<file path="src/rtl/regfile_pkg.sv">
// Shared constants and types for the register-bank write-back arbiter.
package regfile_pkg;

  localparam int WORD_SIZE = 32;
  localparam int REG_SIZE  = 5;
  localparam int REG_TOTAL = 32;

  typedef logic port_idx_t;

  typedef struct packed {
    logic [REG_SIZE-1:0]  dest;
    logic [WORD_SIZE-1:0] data;
  } wb_req_t;

  function automatic logic [REG_TOTAL-1:0] reg_decode(input logic [REG_SIZE-1:0] r);
    return {{(REG_TOTAL-1){1'b0}}, 1'b1} << r;
  endfunction

endpackage

</file>
<file path="src/rtl/regfile_wb_arbiter_slot.sv">
// One-entry write-back holding slot with same-cycle drain/refill and an age flag
// that marks the entry as younger than the one held in the sibling slot.
module wb_slot
  import regfile_pkg::*;
(
  input  logic    clk,
  input  logic    rst,
  input  logic    load,
  input  logic    grant,
  input  logic    other_busy,
  input  logic    other_grant,
  input  wb_req_t req,
  output logic    ready,
  output logic    occupied,
  output logic    age,
  output wb_req_t held
);

  assign ready = !occupied || grant;

  always_ff @(posedge clk or posedge rst) begin
    if (rst) begin
      occupied <= 1'b0;
      age      <= 1'b0;
      held     <= '0;
    end else if (load) begin
      occupied <= 1'b1;
      held     <= req;
      // Younger only if the sibling keeps its entry across this edge.
      age      <= other_busy;
    end else if (grant) begin
      occupied <= 1'b0;
      age      <= 1'b0;
    end else if (other_grant) begin
      age      <= 1'b0;
    end
  end

endmodule

</file>
<file path="src/rtl/regfile_wb_arbiter.sv">
// Two-port write-back arbiter feeding the register bank's single write port.
// Define X0_WRITE_DROP_EN to silently discard writes to register 0.
module regfile_wb_arbiter
  import regfile_pkg::*;
(
  input  logic                 clk,
  input  logic                 rst,
  input  logic                 req0_valid,
  output logic                 req0_ready,
  input  logic [REG_SIZE-1:0]  req0_reg,
  input  logic [WORD_SIZE-1:0] req0_data,
  input  logic                 req1_valid,
  output logic                 req1_ready,
  input  logic [REG_SIZE-1:0]  req1_reg,
  input  logic [WORD_SIZE-1:0] req1_data,
  output logic                 RegWrite,
  output logic [REG_SIZE-1:0]  WriteReg,
  output logic [WORD_SIZE-1:0] WriteData,
  output logic [REG_TOTAL-1:0] pending_mask
);

  logic [1:0] valid, ready, load, drop, grant, occ, age;
  wb_req_t    req  [2];
  wb_req_t    held [2];
  port_idx_t  winner;
  logic       rr_ptr;

  assign valid      = {req1_valid, req0_valid};
  assign req[0]     = {req0_reg, req0_data};
  assign req[1]     = {req1_reg, req1_data};
  assign req0_ready = ready[0];
  assign req1_ready = ready[1];

  generate
    for (genvar gi = 0; gi < 2; gi++) begin : g_slot
      localparam int OI = 1 - gi;
`ifdef X0_WRITE_DROP_EN
      assign drop[gi] = (req[gi].dest == '0);
`else
      assign drop[gi] = 1'b0;
`endif
      assign load[gi] = valid[gi] && ready[gi] && !drop[gi];

      wb_slot u_slot (
        .clk         (clk),
        .rst         (rst),
        .load        (load[gi]),
        .grant       (grant[gi]),
        .other_busy  (occ[OI] && !grant[OI]),
        .other_grant (grant[OI]),
        .req         (req[gi]),
        .ready       (ready[gi]),
        .occupied    (occ[gi]),
        .age         (age[gi]),
        .held        (held[gi])
      );
    end
  endgenerate

  // Same destination with differing ages: the younger slot must wait so the
  // bank sees the writes in program order; otherwise round-robin decides.
  always_comb begin
    winner = rr_ptr;
    if (occ == 2'b01) begin
      winner = 1'b0;
    end else if (occ == 2'b10) begin
      winner = 1'b1;
    end else if (held[0].dest == held[1].dest && age[0] != age[1]) begin
      winner = age[0];
    end
    grant[0] = |occ && !winner;
    grant[1] = |occ && winner;
  end

  always_ff @(posedge clk or posedge rst) begin
    if (rst) begin
      RegWrite  <= 1'b0;
      WriteReg  <= '0;
      WriteData <= '0;
      rr_ptr    <= 1'b0;
    end else begin
      RegWrite <= |occ;
      if (|occ) begin
        WriteReg  <= held[winner].dest;
        WriteData <= held[winner].data;
        rr_ptr    <= !winner;
      end
    end
  end

  always_comb begin
    pending_mask = '0;
    for (int i = 0; i < 2; i++) begin
      if (occ[i]) pending_mask |= reg_decode(held[i].dest);
    end
    if (RegWrite) pending_mask |= reg_decode(WriteReg);
  end

endmodule

</file>
<file path="config.mk">
export PLATFORM = sky130hd
export DESIGN_NAME = regfile_wb_arbiter
export DESIGN_NICKNAME = d
export VERILOG_FILES = /design/src/rtl/regfile_pkg.sv /design/src/rtl/regfile_wb_arbiter_slot.sv /design/src/rtl/regfile_wb_arbiter.sv
export SDC_FILE = /design/constraint.sdc
export NUM_CORES = 1
export LEC_CHECK = 0
export CAP_MARGIN = 20
export CORE_ASPECT_RATIO = 1.5
export CORE_UTILIZATION = 50
export CTS_CLUSTER_DIAMETER = 80
export CTS_CLUSTER_SIZE = 8
export DETAILED_ROUTE_END_ITERATION = 12
export HOLD_SLACK_MARGIN = 0.06
export MAX_ROUTING_LAYER = met4
export PLACE_DENSITY = 0.83
export SLEW_MARGIN = 20
export SYNTH_ARGS = -nofsm -noshare
export SYNTH_HDL_FRONTEND = slang
export SYNTH_SLANG_ARGS = --single-unit
</file>
<file path="constraint.sdc">
create_clock -name clk -period 7.4 [get_ports clk]
set_input_delay 0.74 -clock clk [delete_from_list [all_inputs] [get_ports clk]]
set_output_delay 0.74 -clock clk [all_outputs]
set_load 0.02 [all_outputs]
</file>
==> qor.yml, run 1 <==
outcome:
  status: "finished clean"
cts:
  cts_tree: "done"
  cts_hold_buf: 0
  ctsRootBufferMaster: "clkbuf_16"
  cts_made_buffers: 17
  path_clk_slew_ns: 0.06
  cts.repair.resized: 0
  post-cts-setup-buffers: 0
  clk_path_buf_depth: 2
  numClockSinks: 117
  clock_latency_ns: 0.41
  htree_levels: 4
place:
  gp_congestion: 0.961
  dp_hpwl_mm: 12.8
  portBuffers: 149
  place_area_um2: 7570
floorplanning:
  die_w_um: 92.4
  dieArea_um2: 12700
  core_um2: 12000
  die_h_um: 138
  io_pins: 150
  std_cell_rows: 49
  initial_core_util_pct: 51.2
synthesis:
  synth_ff_type: "dfrtp_1"
  yosys.area.top_type_share_pct: 47.8
  synth_seq_cells: 117
  ys_warn_count: 0
  async_flop_share_pct: 100
  syn_inst: 533
  ys_types: 50
  synthesis.area_um2: 6130
  synth_enable_flop_cells: 0
  ys_top_cells_by_area: "dfrtp_1 (48%), mux2_2 (14%), a211o_1 (4.9%)"
  yosysTopAreaCell: "dfrtp_1"
  synth.avg_cell_area_um2: 11.5
  synth_fp_nets: 611
  seq_area_frac_synth_pct: 47.8
sta:
  rsz0062_at_grt: "no"
  fmax_mhz: 241
  final-setup-viol-count: 0
  min_period_over_period_pct: 56.1
  tns_ns: 0
  timing.hold.ws_ns: 0.507
  finalHoldViolations: 0
  tightest_slew_ns: 1.03
  maxSlewViolCount: 0
  clock_skew_ns: 0.00997
  relSlewSlack_pct: 31.5
  period_needed_ns: 4.15
finish:
  design_area_um2: 8210
  drive_above_1_share_pct: 20.7
  area_growth_pct: 34.0
  num-nets-final: 739
  n_antenna_cell: 0
  nFillCells: 904
setup_path:
  crit_arrival_ns: 3.41
  crit_fanout: 54
  worst_ep_required_time_ns: 6.66
  r2r_start: "g_slot[1].u_slot.occupied"
  start_kind: "flop"
  crit_start: "g_slot[1].u_slot.occupied"
  crit_type: "flop to output port"
  endpoint_kind: "output port"
drt:
  route.detailed.drc: 0
  avgRoutedWirePerCell_um: 23.0
  via_per_inst: 6.29
  num_vias: 5196
  ant_nets: 0
  drtIter0Drc: 306
  drtPass1Iterations: 6
  finalWirelength_mm: 19.0
min_path:
  hold_class: "flop to flop"
  min-delay-start: "g_slot[0].u_slot.held[23]"
grt:
  antenna_found_initial: 0
  grt.overflow.total: 0
  grt_max_degree: 63
  grt_pass1_wl_mm: 29.2
  grt_pass1_vias: 5442
  grtUsageTotal_pct: 31.9
pwr:
  powerDensity_nw_per_um2: 447
  ir_worst_vdd_uv: 295
  leakagePower_nw: 3.26
  finalPower_mw: 3.67
run:
  drv_cap: 0
flip-flops by register name (all words and copies together), names as in the netlist:
signal / flops
WriteReg: 5
RegWrite: 1
g_slot.u_slot.held: 74
WriteData: 32
rr_ptr: 1
g_slot.u_slot.age: 2
g_slot.u_slot.occupied: 2
layout make-up:
type,instances,area (um^2),share of cell area (%)
clock inverter,10,178,2.16
sequential,117,2930,35.7
inverter,9,36.3,0.442
multi-input combinational,362,2880,35.1
timing repair buffer,154,1530,18.6
clock buffer,21,460,5.61
tap,153,191,2.33
cells by family (layout without fill, tap and decap cells):
family / after synthesis / in the layout / share of synthesized area [%]
AND/OR/NAND/NOR: 143 / 143 / 12.5
multiplexers: 75 / 75 / 13.8
AO/OA/AOI/OAI: 139 / 139 / 20.1
flip-flops: 117 / 117 / 47.8
XOR/XNOR: 5 / 5 / 0.715
buffers and inverters: 54 / 194 / 5.17
path summary, 6_finish.rpt:
check | endpoint | slack (ns) | cells after the start
worst max-delay path | pending_mask[20] | 3.25 | 6
worst min-delay path | g_slot[0].u_slot.held[23] | 0.51 | 1
worst max register to register | g_slot[1].u_slot.held[6] | 4.25 | 6
worst min register to register | g_slot[0].u_slot.held[23] | 0.51 | 1
max in group asynchronous | g_slot[0].u_slot.held[33] | 5.34 | 3
min in group asynchronous | g_slot[1].u_slot.held[18] | 0.80 | 2
metrics by stage:
stage               worst slack, ns  std cells  utilization (%)
global route                   3.03        826             68.6
detailed placement             3.72        795             63.3
floorplan                      3.56        533                -
global placement               3.78        795             63.3
CTS                            3.28        826             68.6
finish                         3.25        826             68.6
cell usage in the layout, fill, tap and decap left out, drive strengths merged, types with 2 or more instances in the layout:
cell / netlist / layout
nor2b: 38 / 38
a22oi: 14 / 14
o221ai: 10 / 10
nand4b: 2 / 2
nor3: 7 / 7
nand2: 38 / 38
clkbuf: 18 / 21
and3: 5 / 5
clkdlybuf4s50: 0 / 149
o221a: 34 / 34
nand3: 8 / 8
or2: 6 / 6
o32ai: 2 / 2
a21oi: 3 / 3
clkinv: 0 / 4
a32oi: 8 / 8
buf: 27 / 5
xnor2: 3 / 3
dfrtp: 117 / 117
nor3b: 4 / 4
nand3b: 2 / 2
nand2b: 5 / 5
nor2: 20 / 20
xor2: 2 / 2
a211o: 34 / 34
a21o: 3 / 3
inv: 9 / 9
bufinv: 0 / 5
mux2: 74 / 74
o21ai: 19 / 19
o31ai: 3 / 3
nand4: 4 / 4
cell usage after synthesis, types with 4 or more instances:
library cell	instances
nor2b_1	38
a22oi_1	14
buf_6	9
o21ai_0	18
nand2_1	38
buf_1	5
inv_1	9
and3_1	5
o221ai_1	10
nand3_1	8
clkbuf_1	18
nor2_1	20
nor3_1	7
dfrtp_1	117
mux2_2	74
a211o_1	34
or2_2	5
o221a_1	18
a32oi_1	8
o221a_2	16
nand2b_1	5
nor3b_1	4
buf_2	10
worst max-delay path, cell delays in order (launching register included):
cell and delay [ns]:
dfrtp_2 0.99, buf_4 0.45, nand2_1 0.12, nor2_1 0.36, nand2_1 0.15, o31ai_1 0.25
clkdlybuf4s50_1 0.65
power by group:
group,internal [mW],switching [mW]
sequential,0.915,0.316
combinational,0.759,0.786
clock,0.611,0.280
per-layer routing:
| metal | vias up | global-route usage, % | wire length, um | part of all wire (%) |
|---|---|---|---|---|
| li1 | 2276 | - | - | - |
| met1 | 2591 | 31.8 | 6540 | 34 |
| met2 | 265 | 56.7 | 10400 | 54 |
| met3 | 64 | 6.07 | 1080 | 5.7 |
| met4 | 0 | 20.2 | 1040 | 5.5 |
| met5 | - | - | 0 | 0 |
(Power assumes the default switching activity.)
==> inputs of run 2 (changes only) <==
clock period = 4.3 ns   (was 7.4 ns; I/O delays follow)
==> run 2 against run 1 <==
Register-to-register slack worse by 3.0 ns; flip-flop and latch count unchanged; combinational power up 74%; highest routed layer unchanged; hold slack better by 0.0027 ns; worst setup slack worse by 2.3 ns; clock skew down 0.0015 ns; sequential share of layout area up 0.087 points.
==> qor.yml, run 2 (same netlist as run 1, synthesis figures left out) <==
setup_path:
  cpPeakStageDelay_ns: 0.56
  endpoint_kind: "output port"
  reg2reg_slack_ns: 1.30
  crit_type: "flop to output port"
  crit_fanout: 13
  crit_start: "g_slot[0].u_slot.held[33]"
  r2r_cells: 5
  path_cells: "xnor2_1 > nand3_1 > o31a_1 > o21ai_0 > nand2_1 > clkdlybuf4s50_1"
  crit_arrival_ns: 2.95
  start_kind: "flop"
  worst_ep_required_time_ns: 3.87
  crit_end: "req1_ready"
  cp_slowest_cell: "dfrtp_1"
  rr_endpoint: "g_slot[0].u_slot.held[2]"
  r2r_start: "g_slot[0].u_slot.held[33]"
floorplanning:
  std_cell_rows: 49
  die_w_um: 92.4
  dieArea_um2: 12700
  core_um2: 12000
  io_pins: 150
  die_h_um: 138
  initial_core_util_pct: 51.2
grt:
  grt_pass1_vias: 5377
  grt_max_degree: 118
  grt_pass1_wl_mm: 28.5
  grt.overflow.total: 0
  antenna_found_initial: 0
  grtUsageTotal_pct: 30.9
cts:
  cts_made_buffers: 17
  cts_tree: "done"
  clk_path_buf_depth: 2
  cts_hold_buf: 0
  numClockSinks: 117
  path_clk_slew_ns: 0.06
  clock_latency_ns: 0.41
  htree_levels: 4
  ctsRootBufferMaster: "clkbuf_16"
  post-cts-setup-buffers: 0
  cts.repair.resized: 0
finish:
  regMostFlops: "g_slot.u_slot.held"
  area_growth_pct: 33.6
  top_regs: "g_slot.u_slot.held: 74 flops, WriteData: 32 flops, WriteReg: 5 flops"
  nFillCells: 895
  final_common_cell: "clkdlybuf4s50_1"
  num-nets-final: 741
  layout_common_cells: "clkdlybuf4s50_1 (149), dfrtp_1 (116), mux2_2 (74)"
  post-route-util_pct: 68.5
  largest_reg_flops: 74
  drive_above_1_share_pct: 21.0
  n_antenna_cell: 0
drt:
  drtIter0Drc: 355
  drtPass1Iterations: 5
  avgRoutedWirePerCell_um: 22.2
  via_per_inst: 6.15
  finalWirelength_mm: 18.4
  num_vias: 5097
  ant_nets: 0
  route.detailed.drc: 0
outcome:
  status: "finished clean"
pwr:
  p_comb_share_pct: 43.8
  seq_power_share_pct: 33.4
  clkPwrFrac_pct: 22.8
  swShare_pct: 38.4
  powerDensity_nw_per_um2: 753
  p_int_mw: 3.80
  power.switching_mw: 2.37
  ir_worst_vdd_uv: 479
  leakagePower_nw: 3.24
min_path:
  hold_class: "flop to flop"
sta:
  fmax_mhz: 296
  period_needed_ns: 3.38
  rsz0062_at_grt: "no"
  tightest_slew_ns: 1.08
  tns_ns: 0
  clock_skew_ns: 0.00850
  min_period_over_period_pct: 78.6
  relSlewSlack_pct: 28.3
  final-setup-viol-count: 0
  finalHoldViolations: 0
  maxSlewViolCount: 0
place:
  dp_hpwl_mm: 12.7
  gp_congestion: 0.932
  portBuffers: 149
run:
  drv_cap: 0
## run 2: how the worst min path moves through the flow
stage	start	endpoint	slack (ns)	depth (start not counted)
2_1_floorplan	g_slot[0].u_slot.held[31]	g_slot[0].u_slot.held[31]	0.48	1
3_3_place_gp	g_slot[0].u_slot.held[18]	g_slot[0].u_slot.held[18]	0.49	1
3_5_place_dp	g_slot[0].u_slot.held[29]	g_slot[0].u_slot.held[29]	0.50	1
4_1_cts	g_slot[0].u_slot.held[31]	g_slot[0].u_slot.held[31]	0.51	1
5_1_grt	g_slot[0].u_slot.held[6]	g_slot[0].u_slot.held[6]	0.52	1
6_report	g_slot[0].u_slot.held[5]	g_slot[0].u_slot.held[5]	0.51	1
## run 2: per-stage QoR
stage                     power [mW]  cell area [um^2]  setup WS (ns)  instances  hold slack, ns
after global routing            6.45              8190          0.788        829           0.525
after CTS                       6.18              8190          0.932        829           0.512
after detailed placement        4.73              7600           1.37        797           0.497
after global placement          4.65              7600           1.38        797           0.491
final                           6.16              8190          0.921        829           0.509
after floorplan                 3.73              6130          0.769        533           0.481
## run 2: layer usage
layer  routed length (um)  share of wire (%)  track usage [%]
met5                    0                  0                -
met3                 1050                5.7             7.06
met1                 6240                 34             30.9
met2                10200                 55             54.3
met4                  960                5.2             19.0
## run 2: power groups by stage
stage,Clock [mW],Sequential [mW],Combinational (mW)
floorplan,0,2.05,1.68
global route,1.48,2.12,2.85
CTS,1.42,2.05,2.70
global placement,0,2.03,2.62
finish,1.41,2.06,2.70
detailed placement,0,2.06,2.67
## run 2: final cells by class
cell class              count  area, um^2  share of cell area [%]
flip-flops and latches    117        2930                    35.8
inverters                   9        36.3                   0.443
multi-input cells         362        2880                    35.2
clock inverters            13         158                    1.93
well taps                 153         191                    2.34
clock buffers              19         433                    5.29
repair buffers            156        1560                    19.0
## run 2: critical path: cells and delay by family (launching register included)
family / cells / cell delay (ns)
AO/OA/AOI/OAI: 2 / 0.71
flip-flops: 1 / 0.56
buffers and inverters: 1 / 0.55
XOR/XNOR: 1 / 0.39
AND/OR/NAND/NOR: 2 / 0.32
==> inputs of run 3 (changes only) <==
clock period = 3.2 ns   (was 4.3 ns; I/O delays follow)
==> run 3 against run 2 <==
Count of clock-buffer cells in the layout grew 2; global-route usage down 0.48 points; non-clock buffer count is 13 higher; hold slack got worse by 0.059 ns; first-iteration DRC count increased by 12%; wire length down 0.53%; flip-flop and latch count unchanged; total power rose by 35%; critical path type unchanged; critical endpoint is now req0_ready; largest cell class unchanged.
==> qor.yml, run 3 (same netlist as run 1, synthesis figures left out) <==
finish:
  area_growth_pct: 35.4
  nFillCells: 870
  seq_area_um2: 2930
  n_antenna_cell: 0
  layout_common_cells: "clkdlybuf4s50_1 (149), dfrtp_1 (115), mux2_2 (74)"
  drive_above_1_share_pct: 22.8
  largest_reg_flops: 74
  regMostFlops: "g_slot.u_slot.held"
  multi_input_area_um2: 2880
  num-nets-final: 754
  top_regs: "g_slot.u_slot.held: 74 flops, WriteData: 32 flops, WriteReg: 5 flops"
  final_common_cell: "clkdlybuf4s50_1"
floorplanning:
  core_um2: 12000
  dieArea_um2: 12700
  io_pins: 150
  die_h_um: 138
  die_w_um: 92.4
  std_cell_rows: 49
  initial_core_util_pct: 51.2
cts:
  numClockSinks: 117
  clock_latency_ns: 0.40
  path_clk_slew_ns: 0.05
  ctsRootBufferMaster: "clkbuf_16"
  cts_tree: "done"
  cts_hold_buf: 0
  htree_levels: 4
  cts_made_buffers: 17
  clk_path_buf_depth: 2
drt:
  via_per_inst: 6.07
  drtPass1Iterations: 5
  ant_nets: 0
  num_vias: 5112
  drtIter0Drc: 397
  route.detailed.drc: 0
  avgRoutedWirePerCell_um: 21.8
  finalWirelength_mm: 18.3
sta:
  maxSlewViolCount: 0
  final-setup-viol-count: 0
  period_needed_ns: 3.00
  relSlewSlack_pct: 40.9
  fmax_mhz: 333
  min_period_over_period_pct: 93.8
  finalHoldViolations: 0
  clock_skew_ns: 0.00842
  rsz0062_at_grt: "no"
  tns_ns: 0
  tightest_slew_ns: 0.884
grt:
  grtUsageTotal_pct: 30.4
  grt_max_degree: 42
  antenna_found_initial: 0
  grt.overflow.total: 0
  grt_pass1_wl_mm: 28.2
  grt_pass1_vias: 5261
pwr:
  finalPower_mw: 8.32
  ir_worst_vdd_uv: 610
  powerDensity_nw_per_um2: 1000
  leakagePower_nw: 3.30
outcome:
  status: "finished clean"
setup_path:
  worst_ep_required_time_ns: 2.88
  crit_arrival_ns: 2.68
  start_kind: "flop"
  crit_fanout: 14
  crit_type: "flop to output port"
  endpoint_kind: "output port"
min_path:
  hold_class: "input pin to asynchronous set/reset pin"
run:
  drv_cap: 0
place:
  dp_hpwl_mm: 12.9
  portBuffers: 149
  gp_congestion: 0.914
==> run 3: changes by cell type in the layout (fill, tap and decap cells not counted), sizes merged <==
cell	previous run	this run
inv	10	9
clkinv	5	3
buf	7	20
clkinvlp	4	6
clkbuf	19	21
bufinv	3	2
==> run 3: final timing paths <==
check / slack, ns / to / startpoint / cells after the start
min in group clk: 0.51 / g_slot[0].u_slot.held[9] / g_slot[0].u_slot.held[9] / 1
worst min register to register: 0.51 / g_slot[0].u_slot.held[9] / g_slot[0].u_slot.held[9] / 1
worst max register to register: 0.56 / g_slot[1].u_slot.held[1] / g_slot[1].u_slot.occupied / 7
max in group asynchronous: 1.98 / g_slot[0].u_slot.held[31] / rst / 3
worst max-delay path: 0.20 / req0_ready / g_slot[1].u_slot.held[34] / 6
worst min-delay path: 0.45 / g_slot[0].u_slot.held[27] / rst / 2
==> run 3: critical path, cell delays in order, from the launching register on <==
cell and delay [ns]:
dfrtp_1 0.53, xor2_1 0.24, or2_4 0.28, o31a_1 0.29, o21a_1 0.21, nand2_1 0.10, clkdlybuf4s50_1 0.62
==> run 3: where the power goes <==
group | switching (mW) | total (mW) | internal, mW
clock network | 0.668 | 1.88 | 1.21
registers | 0.582 | 2.70 | 2.12
logic | 1.93 | 3.75 | 1.82
==> run 3: layout make-up <==
cell class,instances,area share (%)
tap,153,2.31
timing repair buffer,169,19.9
sequential,117,35.3
clock buffer,21,5.67
inverter,9,0.453
clock inverter,11,1.51
multi-input combinational,362,34.8
==> run 3: through the flow <==
stage / instance area, um^2 / setup slack [ns] / util (%) / instances / hold slack (ns)
finish: 8290 / 0.198 / 69.4 / 842 / 0.450
global route: 8290 / 0.0796 / 69.4 / 842 / 0.514
CTS: 8290 / 0.0526 / 69.3 / 842 / 0.476
detailed placement: 7690 / 0.469 / 64.4 / 810 / 0.497
global placement: 7690 / 0.489 / 64.4 / 810 / 0.490
floorplan: 6130 / 1.04 / - / 533 / 0.412
==> run 3: repair_timing <==
item / CTS / global route
setup endpoints to repair: 0 / 1
setup buffers: 0 / 0
resized for setup: 0 / 2
==> run 3: metal layers <==
metal  up-vias  routed length (um)  GRT usage [%]
met5         -                   0              -
met4         0                 728           14.8
met3        34                 979           6.02
met2       215                9840           53.9
met1      2561                6790           32.2
li1       2302                   -              -
